--- src/rtl/win_pkg.sv ---
// win_pkg: shared FSM state encoding and frame/gap sizing functions for the windower blocks
package win_pkg;
  typedef enum logic [2:0] {IDLE, ARM, RUN, GAP, NEXT} state_t;
  function automatic int frame_beats(int log2_img, int ser);
    return 1 << (log2_img + $clog2(ser));
  endfunction
  function automatic int pad_len(int ser, int win);
    return ser * ((win - 1) / 2);
  endfunction
  function automatic int gap_len(int ser, int win);
    return pad_len(ser, win) + 2;
  endfunction
  function automatic int cnt_w(int log2_img, int ser);
    return log2_img + $clog2(ser) + 1;
  endfunction
endpackage

--- src/rtl/windower_frame_sched_if.sv ---
// windower_frame_sched_if: FIFO head (src_count/src_data/src_pop) and windower input (win_vld_in/win_data_in); master = scheduler
interface windower_frame_sched_if #(parameter int NO_CH = 2, parameter int CNT_W = 11);
  logic [CNT_W-1:0] src_count;
  logic [NO_CH-1:0] src_data;
  logic src_pop;
  logic win_vld_in;
  logic [NO_CH-1:0] win_data_in;
  modport master(input src_count, src_data, output src_pop, win_vld_in, win_data_in);
  modport slave(output src_count, src_data, input src_pop, win_vld_in, win_data_in);
endinterface

--- src/rtl/win_gap_timer.sv ---
// win_gap_timer: loadable down-counter (clk, rst active-low async, load, en) whose done flags the last enabled cycle
module win_gap_timer #(parameter int W = 3, parameter int LOAD = 3) (
  input  logic clk,
  input  logic rst,
  input  logic load,
  input  logic en,
  output logic done
);
  logic [W-1:0] cnt;
  always_ff @(posedge clk or negedge rst)
    if (!rst) cnt <= '0;
    else cnt <= load ? W'(LOAD) : (en && cnt != '0) ? cnt - 1'b1 : cnt;
  assign done = en && cnt == '0;
endmodule

--- src/rtl/windower_frame_sched.sv ---
// windower_frame_sched: arms on a full frame in the FIFO, bursts it to the windower, holds the pad gap, counts frames; ports clk, rst (active-low async), cfg_*, bus (FIFO/windower), busy, frame_done, run_done, frame_idx, err_underflow
module windower_frame_sched
  import win_pkg::*;
#(
  parameter int NO_CH = 2,
  parameter int LOG2_IMG_SIZE = 10,
  parameter int WINDOW_SIZE = 3,
  parameter int SER_CYC = 1,
  parameter int LOG2_MAX_FRAMES = 8
) (
  input  logic clk,
  input  logic rst,
  input  logic cfg_start,
  input  logic [LOG2_MAX_FRAMES-1:0] cfg_num_frames,
  input  logic cfg_abort,
  windower_frame_sched_if.master bus,
  output logic busy,
  output logic frame_done,
  output logic run_done,
  output logic [LOG2_MAX_FRAMES-1:0] frame_idx,
  output logic err_underflow
);
  localparam int BEAT_W = LOG2_IMG_SIZE + $clog2(SER_CYC);
  localparam int CNT_W = cnt_w(LOG2_IMG_SIZE, SER_CYC);
  localparam int GAP_LEN = gap_len(SER_CYC, WINDOW_SIZE);
  localparam int GAP_W = $clog2(GAP_LEN + 1);
  localparam logic [CNT_W-1:0] FULL = CNT_W'(frame_beats(LOG2_IMG_SIZE, SER_CYC));
  localparam logic [BEAT_W-1:0] LAST = '1;
  state_t state, state_n;
  logic [BEAT_W-1:0] beat_cnt;
  logic [LOG2_MAX_FRAMES-1:0] num_q, idx_inc;
  logic abort_q, full_q, gap_done, empty, pop, accept, frame_end;
  assign empty = bus.src_count == '0;
  assign accept = state == IDLE && cfg_start && !cfg_abort;
  assign idx_inc = frame_idx + 1'b1;
  // only a frame whose last beat was popped counts; aborted or starved frames are dropped
  assign frame_end = state == GAP && gap_done && full_q;
  win_gap_timer #(.W(GAP_W), .LOAD(GAP_LEN - 1)) u_gap (
    .clk(clk),
    .rst(rst),
    .load(state_n == GAP && state != GAP),
    .en(state == GAP),
    .done(gap_done)
  );
  always_ff @(posedge clk or negedge rst)
    if (!rst) state <= IDLE;
    else state <= state_n;
  always_comb begin
    state_n = state;
    case (state)
      IDLE: state_n = accept ? ARM : IDLE;
      ARM:  state_n = cfg_abort ? IDLE : bus.src_count >= FULL ? RUN : ARM;
      RUN:  state_n = (cfg_abort || empty || beat_cnt == LAST) ? GAP : RUN;
      GAP:  state_n = gap_done ? NEXT : GAP;
      NEXT: state_n = (abort_q || cfg_abort || !full_q || (num_q != '0 && frame_idx == num_q)) ? IDLE : ARM;
      default: state_n = IDLE;
    endcase
  end
  always_comb begin
    pop = state == RUN && !empty && !cfg_abort;
    bus.src_pop = pop;
    bus.win_vld_in = pop;
    bus.win_data_in = state == RUN ? bus.src_data : {NO_CH{1'b0}};
    busy = state != IDLE;
  end
  always_ff @(posedge clk or negedge rst)
    if (!rst) begin
      beat_cnt <= '0;
      num_q <= '0;
      frame_idx <= '0;
      err_underflow <= 1'b0;
      abort_q <= 1'b0;
      full_q <= 1'b0;
      frame_done <= 1'b0;
      run_done <= 1'b0;
    end else begin
      frame_done <= frame_end;
      run_done <= frame_end && !abort_q && !cfg_abort && num_q != '0 && idx_inc == num_q;
      beat_cnt <= state == ARM ? '0 : beat_cnt + BEAT_W'(pop);
      full_q <= state == ARM ? 1'b0 : full_q | (pop && beat_cnt == LAST);
      abort_q <= state_n == IDLE ? 1'b0 : abort_q | (cfg_abort && (state == RUN || state == GAP || state == NEXT));
      num_q <= accept ? cfg_num_frames : num_q;
      frame_idx <= accept ? '0 : frame_end ? idx_inc : frame_idx;
      err_underflow <= accept ? 1'b0 : err_underflow | (state == RUN && empty && !cfg_abort);
    end
endmodule
--- src/flat_wrapper.sv ---
// flat-port wrapper written by rule: the top's interface ports become plain ports
module windower_frame_sched_flat import win_pkg::*;
#(
  parameter int NO_CH = 2,
  parameter int LOG2_IMG_SIZE = 10,
  parameter int WINDOW_SIZE = 3,
  parameter int SER_CYC = 1,
  parameter int LOG2_MAX_FRAMES = 8
)
  (clk, rst, cfg_start, cfg_num_frames, cfg_abort, busy, frame_done, run_done, frame_idx, err_underflow, bus_src_count, bus_src_data, bus_src_pop, bus_win_vld_in, bus_win_data_in);
  windower_frame_sched_if #(.NO_CH(NO_CH)) bus_i ();
  input  logic clk;
  input  logic rst;
  input  logic cfg_start;
  input  logic [LOG2_MAX_FRAMES-1:0] cfg_num_frames;
  input  logic cfg_abort;
  output logic busy;
  output logic frame_done;
  output logic run_done;
  output logic [LOG2_MAX_FRAMES-1:0] frame_idx;
  output logic err_underflow;
  input wire logic [$bits(bus_i.src_count)-1:0] bus_src_count;
  input wire logic [$bits(bus_i.src_data)-1:0] bus_src_data;
  output wire logic [$bits(bus_i.src_pop)-1:0] bus_src_pop;
  output wire logic [$bits(bus_i.win_vld_in)-1:0] bus_win_vld_in;
  output wire logic [$bits(bus_i.win_data_in)-1:0] bus_win_data_in;
  assign bus_i.src_count = bus_src_count;
  assign bus_i.src_data = bus_src_data;
  assign bus_src_pop = bus_i.src_pop;
  assign bus_win_vld_in = bus_i.win_vld_in;
  assign bus_win_data_in = bus_i.win_data_in;
  windower_frame_sched #(.NO_CH(NO_CH), .LOG2_IMG_SIZE(LOG2_IMG_SIZE), .WINDOW_SIZE(WINDOW_SIZE), .SER_CYC(SER_CYC), .LOG2_MAX_FRAMES(LOG2_MAX_FRAMES)) u_core (.clk(clk), .rst(rst), .cfg_start(cfg_start), .cfg_num_frames(cfg_num_frames), .cfg_abort(cfg_abort), .bus(bus_i), .busy(busy), .frame_done(frame_done), .run_done(run_done), .frame_idx(frame_idx), .err_underflow(err_underflow));
endmodule
--- config.mk ---
export PLATFORM = sky130hd
export DESIGN_NAME = windower_frame_sched_flat
export DESIGN_NICKNAME = d
export VERILOG_FILES = /design/src/rtl/win_pkg.sv /design/src/rtl/windower_frame_sched_if.sv /design/src/rtl/win_gap_timer.sv /design/src/rtl/windower_frame_sched.sv /design/src/flat_wrapper.sv
export SDC_FILE = /design/constraint.sdc
export NUM_CORES = 1
export LEC_CHECK = 0
export CORE_UTILIZATION = 30
export DETAILED_ROUTE_END_ITERATION = 7
export PLACE_DENSITY_LB_ADDON = 0.15
export RECOVER_POWER = 100
export SLEW_MARGIN = 20
export SYNTH_ARGS = -nofsm -noshare
export SYNTH_HDL_FRONTEND = slang
export SYNTH_SLANG_ARGS = --single-unit
--- constraint.sdc ---
create_clock -name clk -period 2.6 [get_ports clk]
set_input_delay 0.26 -clock clk [delete_from_list [all_inputs] [get_ports clk]]
set_output_delay 0.26 -clock clk [all_outputs]
set_load 0.02 [all_outputs]
---- Word-level counts from Yosys, hierarchy flattened ----
Cells that the tools add are included.
cells by class
  $add $sub $neg .......................... 3
  multipliers ............................. 0
  div/mod/pow operators ................... 0
  order comparisons ....................... 1
  equal/unequal tests ..................... 9
  shift operators ......................... 0
  mux-type cells .......................... 16
  bitwise logic cells ..................... 3
  reductions and logical operators ........ 38
operators with widths
  cell                    number
  $logic_and A1 B1 Y1     18
  $eq A8 B8 Y1            2
  $mux W8                 2
  $pmux W3 S5             1
  $ge A11 B11 Y1 const B  1
  $logic_not A11 Y1       1
  $add A10 B1 Y10         1
  $eq A10 B10 Y1 const B  1
  $mux W10                1
  $eq A3 B2 Y1 const B    3
  $add A8 B1 Y8 const B   1
  $mux W2                 4
  $reduce_bool A8 Y1      1
  $logic_or A1 B1 Y1      7
  $logic_not A3 Y1        2
  $mux W1                 6
  $mux W3                 2
  $reduce_bool A2 Y1      3
  $logic_not A1 Y1        4
  $eq A3 B1 Y1 const B    1
  $eq A3 B3 Y1 const B    1
  $ne A3 B2 Y1 const B    1
  $or A1 B1 Y1            3
  $reduce_bool A3 Y1      1
  2 further kinds         2
storage, ports and cells
  register bits after elaboration ......... 36
  latch bits .............................. 0
  bits in writable memories ............... 0
  bits in read-only memories .............. 0
  input bits .............................. 25
  output and inout port bits .............. 16
  memories ................................ 0

---- Depth between registers and ports, before layout ----
Gate-level depths: netlist of the first run.
  depth in word-level cells ............... 8
  depth in mapped cells ................... 9
  mapped depth without buffers ............ 9

---- Hierarchy ----
Synthesis of the first run repeated with hierarchy kept, for this count alone.
second synthesis, totals
  cell total of the unflattened synthesis .. 201
  area total of the unflattened synthesis .. 2023.2 µm²
by module, submodules not included
  module                instances  cells an instance  area an instance (µm²)  sequential area each (µm²)
  windower_frame_sched  1          188                1886.8                  850.8
  win_gap_timer         1          13                 136.4                   50.0

---- Worst setup path after synthesis of the first run ----
Ideal clock, no wire load.
  kind .................................... register to register
  start point ............................. register u_core.state[2]
  end point ............................... register u_core.beat_cnt[8]
  arrival time ............................ 2.435 ns
  setup slack ............................. 0.033 ns
  cell stages (with the launch flop) ...... 10
  path buffers ............................ 0
  cell sequence ........................... dfrtp_1 nor2_1 nand2_1 nor3_1 ha_1 ha_1 nand3_1 nor3_1 xnor2_1 nor2_1
between the ends
  longest elaborated chain between the ends .. 5
  elaborated cells on any way between the ends .. 6
  classes of those cells .................. 1 x add/sub; 2 x eq/ne; 1 x mux; 2 x reduce/logical
ends and longest elaborated chain
  element                            RTL line                    text
  start: declaration                 windower_frame_sched.sv:29  state_t state, state_n;
  start signal: assignment           windower_frame_sched.sv:47  else state <= state_n;
  $eq A3 B2 Y1                       windower_frame_sched.sv:60  pop = state == RUN && !empty && !cfg_abort;
  $logic_and A1 B1 Y1 (2 in series)  windower_frame_sched.sv:60
  named net bus_src_pop              flat_wrapper.sv:24          output wire logic [$bits(bus_i.src_pop)-1:0] bus_src_pop;
  $add A10 B1 Y10                    windower_frame_sched.sv:79  beat_cnt <= state == ARM ? '0 : beat_cnt + BEAT_W'(pop);
  $mux W10                           windower_frame_sched.sv:79
  end signal: assignment             windower_frame_sched.sv:79
  end: declaration                   windower_frame_sched.sv:30  logic [BEAT_W-1:0] beat_cnt;
The timed path passes the listed nets, and every way through them passes these cells.
A chain may end at the register's enable or synchronous reset.

---- Worst setup path after layout of the first run ----
  start point ............................. register u_core.state[2]
  end point ............................... output port bus_win_vld_in
between the ends
  longest elaborated chain between the ends .. 3
ends and longest elaborated chain
  element                            RTL line                    text
  $eq A3 B2 Y1                       windower_frame_sched.sv:60
  $logic_and A1 B1 Y1 (2 in series)  windower_frame_sched.sv:60
  end: declaration                   flat_wrapper.sv:25          output wire logic [$bits(bus_i.win_vld_in)-1:0] bus_win_vld_in;
Every way passes these cells.

==> run summary, run 1 <==
Synth top area share: 46.2%
CP peak stage delay: 600 ps
first-pass GRT wire length: 7600 um
Post-Synth Adder-Cell Area: 2.57%
via/cell ratio: 4.82
# setup viols final: 0
drt first-iter violations: 95
Gate Count Post-Synth: 218
vias in the first global route: 1601
worst hold path depth: 2
post-route DRC violation count: 0
critical path peak fanout: 9
Critical Path RT: 2340 ps
initial antenna violation count: 0
H-tree lvl count: 2
unrepaired setup endpoints after global routing: no
ANT cells: 0
synth warn: 0
RePlAce Congestion: 0.811
Fin Setup TNS: 0 ps
Routed WL: 4340 um
Tot GR Track Use: 15.1%
Site Rows: 28
drt pass-1 iters: 4
worst slew margin relative to its limit: 40.5%
Initial Utilization: 32.0%
Final HPWL DP: 3290 um
die area: 6820 um^2
crit-path cells: nor2_1, nand2_1, nor3_1, buf_4, clkdlybuf4s50_1
CTS Sinks: 36
final antenna-violating net count: 0
max-slew violation count: 0
TritonCTS Buffers: 5
Worst setup EP type: output port
peak supply drop: 345 uV
Mapped Area: 1950 um^2
clock root cell: clkbuf_8
mux share of post-synthesis cell area: 1.03%
Critical Path Start Type: flip-flop
largest family of logic cells by synthesized area: simple AND/OR/NAND/NOR gates
CTS tree: done
worst path arrival time: 2120 ps
Tmin final: 2380 ps
ys async rst share: 100%
post-synthesis compound-gate area fraction: 7.96%
post-synthesis sequential area ratio: 46.2%
Static Leak: 1.19 nW
worst-margin pin slew: 893 ps
largest net degree at the start of global routing: 37
hold_ws: 492 ps
wire length per cell: 12.7 um
clk slew on worst S/H paths: 70 ps
Die Wd: 82.6 um
final worst path period share: 91.4%
final clock skew: 2.29 ps
Post-Syn Nets: 247
die height: 82.6 um
MaxCap Viol Count: 0
top_reg_cell synth: dfrtp_1
non-filler cells in the finished layout: 341
hold path endpoint: u_core.u_gap.cnt[1]
Skew-Pair Late Insertion Delay: 290 ps
input/output buffers: 40
simple-gate portion of the synthesized area: 27.4%
Post-Synth XOR/XNOR Area: 11.2%
core area: 6100 um^2
highest clock rate: 0.421 GHz
cell taking the most area after synthesis: dfrtp_1
IO Count: 41
post_cts resized: 0
path depth of the worst reg2reg path: 9
pwr/cell area: 775 nW/um^2
min-delay src: u_core.u_gap.cnt[1]
total gr overflow: 0
Post-CTS Setup Bufs: 0
kind of cell adding the most delay to the critical path: buffers and inverters
dpl cells: 333
CP bufs+invs: 2
EDFF count, synth: 0
end of the worst register-to-register path: u_core.beat_cnt[8]
layout cells sized above 1: 6.02%
maximum clock path buffer count: 2
Avg Inst Size Synth: 8.94 um^2
worst r2r src: u_core.state[2]
post-route cell area: 2570 um^2
ranking of synthesized cells by area: dfrtp_1 46%, nand2_1 7.1%, xor2_1 6.7%, nor2_1 5.0%, xnor2_1 4.5%
count of cell types in the netlist: 39
CP Class: reg -> out
Worst Hold Class: reg -> reg
CTS Hold Bufs: 0
Layout area overhead: 32.1%
Nets: 294
status: complete, no violations
dpl cell area: 2460 um^2
FF-to-FF setup slack: 460 ps
slowest CP cell: clkdlybuf4s50_1
Yosys reg bits: 36
DR vias: 1644
final hold violation count: 0
-- worst max-delay path by stage --
stage,cells after the start,end,slack (ps),from
after global routing,5,bus_src_pop,40,u_core.state[2]
after detailed placement,10,u_core.beat_cnt[8],200,bus_src_count[10]
after global placement,10,u_core.beat_cnt[8],280,bus_src_count[10]
after floorplan,9,u_core.beat_cnt[8],30,u_core.state[2]
final,5,bus_win_vld_in,220,u_core.state[2]
after CTS,5,bus_win_vld_in,180,u_core.state[2]
-- final cells by class --
cell class / instances / area [um^2]
clock inverter: 1 / 30.0
clock buffer: 7 / 96.3
sequential: 36 / 901
inverter: 8 / 30.0
fill: 632 / 3520
multi-input combinational: 166 / 972
timing repair buffer: 48 / 450
tap: 75 / 93.8
-- state kept, by name, indices dropped and copies added (netlist names) --
register / cells
u_core.run_done: 1
u_core.frame_done: 1
u_core.u_gap.cnt: 2
u_core.beat_cnt: 10
u_core.err_underflow: 1
u_core.state: 3
u_core.num_q: 8
u_core.frame_idx: 8
u_core.abort_q: 1
u_core.full_q: 1
-- stage by stage --
stage | worst slack (ps) | power, W | utilization (%)
global route | 41.3 | 0.00214 | 42.2
floorplan | 33.2 | 0.00123 | -
CTS | 183 | 0.00205 | 42.5
global placement | 282 | 0.00149 | 40.4
detailed placement | 204 | 0.00150 | 40.4
finish | 224 | 0.00200 | 42.2
-- cell families (layout without fill, tap and decap cells) --
family	count (synthesis)	in the layout
flops	36	36
buf+inv	16	64
simple gates	112	112
fa+ha+maj	4	4
compound gates	23	23
xor+xnor	25	25
mux	2	2
-- cells in the mapped netlist, types with 4 or more instances --
cell type and n:
nand2_1 37, dfrtp_1 36, xor2_1 15, nand4_1 7
clkbuf_1 5, ha_1 4, and3_1 6, nor2_1 26
nor3_1 7, inv_1 6, nor4_1 6, a21oi_1 5
nand3_1 10, xnor2_1 10, o21ai_0 8
-- worst register-to-register path: stages, from the launching register on --
cell and delay (ps):
dfrtp_1 470, nor2_1 170, nand2_1 110, nor3_1 300, ha_1 260, ha_1 210, nand3_1 130, nor3_1 200
xnor2_1 150, nor2_1 50
-- layout by cell type (no fill, tap or decap), drive strengths merged, types with 2 or more instances in the layout --
cell and instances:
a21oi 5, and3 6, buf 5, clkbuf 10, clkdlybuf4s50 25, dfrtp 36, dlygate4sd3 15, ha 4
inv 7, mux2i 2, nand2 37, nand2b 2, nand3 10, nand4 7, nor2 27, nor2b 2
nor3 7, nor3b 2, nor4 6, o21ai 8, or3 2, xnor2 10, xor2 15
-- per-layer routing --
metal / global-route usage (%) / routed length (um) / vias up
met5: 0 / 0 / -
met3: 3.85 / 198 / 6
li1: - / - / 845
met2: 22.7 / 1900 / 29
met4: 6.03 / 68 / 0
met1: 20.5 / 2170 / 764
-- power breakdown --
part / switching [W] / internal (W)
combinational: 0.000350 / 0.000309
sequential: 0.000118 / 0.000675
clock: 0.000205 / 0.000338
No activity file was read; power rests on OpenSTA's default activity.
==> run 2: changes to the inputs <==
Settings changed: ABC_CLOCK_PERIOD_IN_PS set to 2600.
==> results of run 2 <==
Same layout as run 1: the final DEF is identical, and so are final timing and power.
==> run 3: changes to the inputs <==
Settings changed: CTS_CLUSTER_DIAMETER set to 100.
==> results of run 3 <==
Same layout as run 1: the final DEF is identical, and so are final timing and power.
